--- config.mk ---
export PLATFORM = sky130hd
export DESIGN_NAME = seg7_scan
export DESIGN_NICKNAME = d
export VERILOG_FILES = /design/src/rtl/seg7_pkg.sv /design/src/rtl/seg7_scan_hex_to_seg7.sv /design/src/rtl/seg7_scan.sv
export SDC_FILE = /design/constraint.sdc
export NUM_CORES = 1
export LEC_CHECK = 0
export ABC_CLOCK_PERIOD_IN_PS = 3900
export CORE_ASPECT_RATIO = 1.2
export CORE_UTILIZATION = 36
export DETAILED_ROUTE_END_ITERATION = 6
export GPL_TIMING_DRIVEN = 0
export PLACE_DENSITY = 0.6
export SETUP_SLACK_MARGIN = 0.4
export SLEW_MARGIN = 15
export SYNTH_ARGS = -nofsm -noshare
export SYNTH_HDL_FRONTEND = slang
export SYNTH_SLANG_ARGS = --single-unit
--- constraint.sdc ---
create_clock -name mclk -period 3.9 [get_ports mclk]
set_clock_uncertainty 0.15 [all_clocks]
set_input_delay 0.39 -clock mclk [delete_from_list [all_inputs] [get_ports mclk]]
set_output_delay 0.39 -clock mclk [all_outputs]
set_load 0.03 [all_outputs]
--- src/rtl/seg7_pkg.sv ---
// Shared constants for the seven-segment display paths: digit count,
// the all-off pattern and the active-low hex glyph table (seg[0]=a .. seg[6]=g).
package seg7_pkg;

  localparam int NDIG = 4;

  localparam logic [6:0] SEG_OFF = 7'b1111111;

  // Index = nibble value. Lower-case b and d keep them distinct from 8 and 0.
  localparam logic [6:0] GLYPH [16] = '{
    7'h40, // 0
    7'h79, // 1
    7'h24, // 2
    7'h30, // 3
    7'h19, // 4
    7'h12, // 5
    7'h02, // 6
    7'h78, // 7
    7'h00, // 8
    7'h10, // 9
    7'h08, // A
    7'h03, // b
    7'h46, // C
    7'h21, // d
    7'h06, // E
    7'h0E  // F
  };

endpackage

--- src/rtl/seg7_scan_hex_to_seg7.sv ---
// Nibble to active-low seven-segment glyph. Purely combinational so the
// LED/debug paths can reuse it without pulling in any timing.
module hex_to_seg7
  import seg7_pkg::*;
(
  input  logic [3:0] nib,
  output logic [6:0] seg
);

  // Table lookup; every code 0-F has a defined glyph.
  always_comb begin
    seg = GLYPH[nib];
  end

endmodule

--- src/rtl/seg7_scan.sv ---
// Time-multiplexed driver for a 4-digit common-anode seven-segment display.
// A load strobe copies the front-end value into a shadow register so a scan
// never shows a half-updated number. Each digit slot opens with one all-off
// cycle to stop ghosting when the anode changes.
module seg7_scan
  import seg7_pkg::*;
#(
  parameter int PRESCALE = 50000
) (
  input  logic        mclk,
  input  logic        rst,
  input  logic [15:0] value,
  input  logic [3:0]  dp_in,
  input  logic [3:0]  blank,
  input  logic        lz_blank,
  input  logic        load,
  output logic [6:0]  seg,
  output logic        dp,
  output logic [3:0]  an
);

  localparam int CNT_W = $clog2(PRESCALE);
  localparam logic [CNT_W-1:0] CNT_LAST = CNT_W'(PRESCALE - 1);

  // shadow copy of the front-end inputs
  logic [15:0]      val_p0;
  logic [3:0]       dp_p0;
  logic [3:0]       blank_p0;
  logic             lz_p0;

  // scan position
  logic [CNT_W-1:0] cnt;
  logic [1:0]       idx;

  // decode of the active digit
  logic [3:0]       nib;
  logic [6:0]       glyph;
  logic [3:0]       lz_mask;
  logic             zero_run;
  logic             dark;

  // Shadow capture: only on the load strobe, so the display holds otherwise.
  always_ff @(posedge mclk) begin
    if (rst) begin
      val_p0   <= '0;
      dp_p0    <= '0;
      blank_p0 <= '0;
      lz_p0    <= 1'b0;
    end else if (load) begin
      val_p0   <= value;
      dp_p0    <= dp_in;
      blank_p0 <= blank;
      lz_p0    <= lz_blank;
    end
  end

  // Prescaler sweeps one slot; its wrap steps the digit index round-robin.
  always_ff @(posedge mclk) begin
    if (rst) begin
      cnt <= '0;
      idx <= '0;
    end else if (cnt == CNT_LAST) begin
      cnt <= '0;
      idx <= idx + 2'd1;
    end else begin
      cnt <= cnt + 1'b1;
    end
  end

  // A digit is a leading zero when it and every digit above it are zero;
  // digit 0 is never suppressed so a zero value still shows "0".
  always_comb begin
    lz_mask  = '0;
    zero_run = 1'b1;
    for (int i = NDIG - 1; i >= 1; i--) begin
      zero_run   = zero_run & (val_p0[4*i +: 4] == 4'h0);
      lz_mask[i] = zero_run;
    end
  end

  // Select the active nibble and decide whether its segments are forced dark.
  always_comb begin
    nib  = val_p0[{idx, 2'b00} +: 4];
    dark = blank_p0[idx] | (lz_p0 & lz_mask[idx]);
  end

  hex_to_seg7 u_dec (
    .nib (nib),
    .seg (glyph)
  );

  // Output registers: all off on the first cycle of each slot, otherwise
  // the active anode with its glyph. A dark digit keeps its anode and dp.
  always_ff @(posedge mclk) begin
    if (rst) begin
      an  <= 4'b1111;
      seg <= SEG_OFF;
      dp  <= 1'b1;
    end else if (cnt == '0) begin
      an  <= 4'b1111;
      seg <= SEG_OFF;
      dp  <= 1'b1;
    end else begin
      an  <= ~(4'b0001 << idx);
      seg <= dark ? SEG_OFF : glyph;
      dp  <= ~dp_p0[idx];
    end
  end

endmodule

==> flow_summary.ini <==
[outcome]
status = finished clean

[setup_path]
start_kind = flop
slowest_stage = mux4_1
worstPathCellList = buf_6 -> mux4_1 -> ha_1 -> mux2_1 -> a21oi_1 -> nand3_1
required_ps = 3940
cp_num_buf_inv = 1
cp.arrival_ps = 2390
crit_path_max_incr_delay_ps = 680
path_delay_family = multiplexers
cp-end-kind = flop
path_max_fanout = 10
critPathKind = reg2reg

[clocking]
root_buffer = clkbuf_8
cts_buffers = 5
cts_hold_buf = 0
cts_setup_buffers = 0
htree_levels = 2
clock_path_buffers = 2
path_clk_slew_ps = 90
post_cts_resized = 0
tritoncts = built
clkLatencyLatePin_ps = 310
clock-sinks = 55

[synth]
synth.distinct_cells = 40
yosys-top-cells-area = dfxtp_1 (44%), mux2i_1 (11%), ha_1 (6.0%)
synth_sequential_area_ratio = 0.4365
syn_area_um2 = 2522
synth_edf_count = 0
yosys_warnings = 0
synth_fp_nets = 294
yosys.area.top_type = dfxtp_1
synth_top_area_frac = 0.4365
synth_ff_type = dfxtp_1
synth_most_common_cell = dfxtp_1
synth_area_per_cell_um2 = 9.931
synth_seq_cells = 55
async_flop_share = 0
synthTopCellsByCount = dfxtp_1 (55), nor2_1 (39), mux2i_1 (28)
syn_inst = 254

[timing]
fin_crit_sh = 0.6030
finalMaxSlewViolations = 0
tns_ps = 0
period_minus_slack_ps = 2352
max_slew.worst_pin.slew_ps = 554.7
layout_setup_ws_ps = 1548
setup_viol = 0
max_freq_ghz = 0.4252
rsz0062_at_grt = false
slew_headroom = 0.6253
hold_viol = 0

[route]
post_drt_via_cell_ratio = 4.982
drt-total-wl_um = 5071
drt_iter0_markers = 58
first_pass_iters = 4
vias = 1928
wl_per_cell_um = 13.10
drc = 0
ant_nets = 0

[floorplanning]
initial_core_util = 0.3702
fp.dieW_um = 78.41
fp.dieH_um = 93.70
dieArea_um2 = 7347
rows = 33
coreArea_um2 = 6813
pin_count = 40

[grt]
overflow = 0
grt_usage = 0.1503
antenna_found_initial = 0
grt_pass1_wl_um = 8500
grt_max_degree = 17
first_global_vias = 1777

[place]
gp_congestion = 0.8483
dp_slack_ps = 1566
dp_hpwl_um = 3836
dpl_cell_area_um2 = 3012
portBuffers = 38

[power_and_ir_drop]
p_leak_nw = 1.226
vdd_drop_max_mv = 0.1633
p_per_area_nw_per_um2 = 344.1

[final_layout]
nets = 339
drive_above_1_share = 0.06667
area_growth_pct = 22.77
antenna_cells = 0
final_area_um2 = 3097

[hold_path]
hold_class = reg2reg

[job]
maxCapViolations = 0
==> cell families after synthesis <==
family	share of synthesized area
flops	0.4365
xor+xnor	0.04167
mux	0.1766
fa+ha+maj	0.05952
simple gates	0.1796
compound gates	0.05903
buf+inv	0.04713
==> cell type report <==
class                           count  area (um2)
Buffer                             15       81.33
Clock buffer                        6       72.57
Clock inverter                      2       12.51
Fill cell                         676        3716
Inverter                           10       37.54
Multi-Input combinational cell    174        1303
Sequential cell                    55        1101
Tap cell                           87       108.9
Timing Repair Buffer               38       380.4
==> per-stage QoR <==
| step | utilization | total power [W] | hold WS, ps | cells |
|---|---|---|---|---|
| after floorplan | - | 0.0007063 | 275.8 | 254 |
| after global placement | 0.4421 | 0.0007694 | 292.1 | 379 |
| after detailed placement | 0.4421 | 0.0007711 | 302.1 | 379 |
| after CTS | 0.4545 | 0.001081 | 324.2 | 387 |
| after global routing | 0.4545 | 0.001121 | 339.6 | 387 |
| final | 0.4545 | 0.001066 | 323.4 | 387 |
==> layout by cell type (no fill, tap or decap), types with 2 or more instances in the layout <==
cell type         n
xor2_1            8
mux2i_1          28
o2111ai_1         2
or3_1             2
ha_1             12
clkdlybuf4s50_1  38
mux4_1            2
nand4_1           5
clkbuf_1          8
buf_6             2
and3_1            3
inv_1            10
o21ai_0           5
and2_1            2
nor2_1           39
clkbuf_8          5
dfxtp_1          55
buf_2             5
mux2_1            2
xnor2_1           4
and4_1            5
a21oi_1           6
nand2_1          10
mux4_2            4
nand3_1          13
nand2b_1          2
nor3_1            2
nor4_1            5
==> routing by layer <==
| metal | vias up | routed length, um | GRT usage |
|---|---|---|---|
| met2 | 29 | 2493 | 0.2551 |
| met3 | 8 | 143 | 0.03689 |
| li1 | 983 | - | - |
| met1 | 908 | 2311 | 0.1795 |
| met5 | - | 0 | 0 |
| met4 | 0 | 122 | 0.06481 |
==> flip-flops by register name, summed over array words and instances (netlist names), 2 cells and up <==
signal and count:
an 4, blank_p0 4, cnt 16, dp_p0 4, idx 2, seg 7
val_p0 16
==> where the power goes <==
group	internal, W	switching [W]
Combinational	0.0000796	0.0000747
Sequential	0.000588	0.0000143
Clock	0.000126	0.000183
==> final timing paths <==
kind              startpoint  endpoint  slack, ps  depth (start not counted)
setup reg to reg      idx[0]    seg[5]       1550                          6
hold / removal        cnt[0]    cnt[0]        320                          1
setup / recovery      idx[0]    seg[5]       1550                          6
hold reg to reg       cnt[0]    cnt[0]        320                          1
No activity file was read; power rests on OpenSTA's default activity.
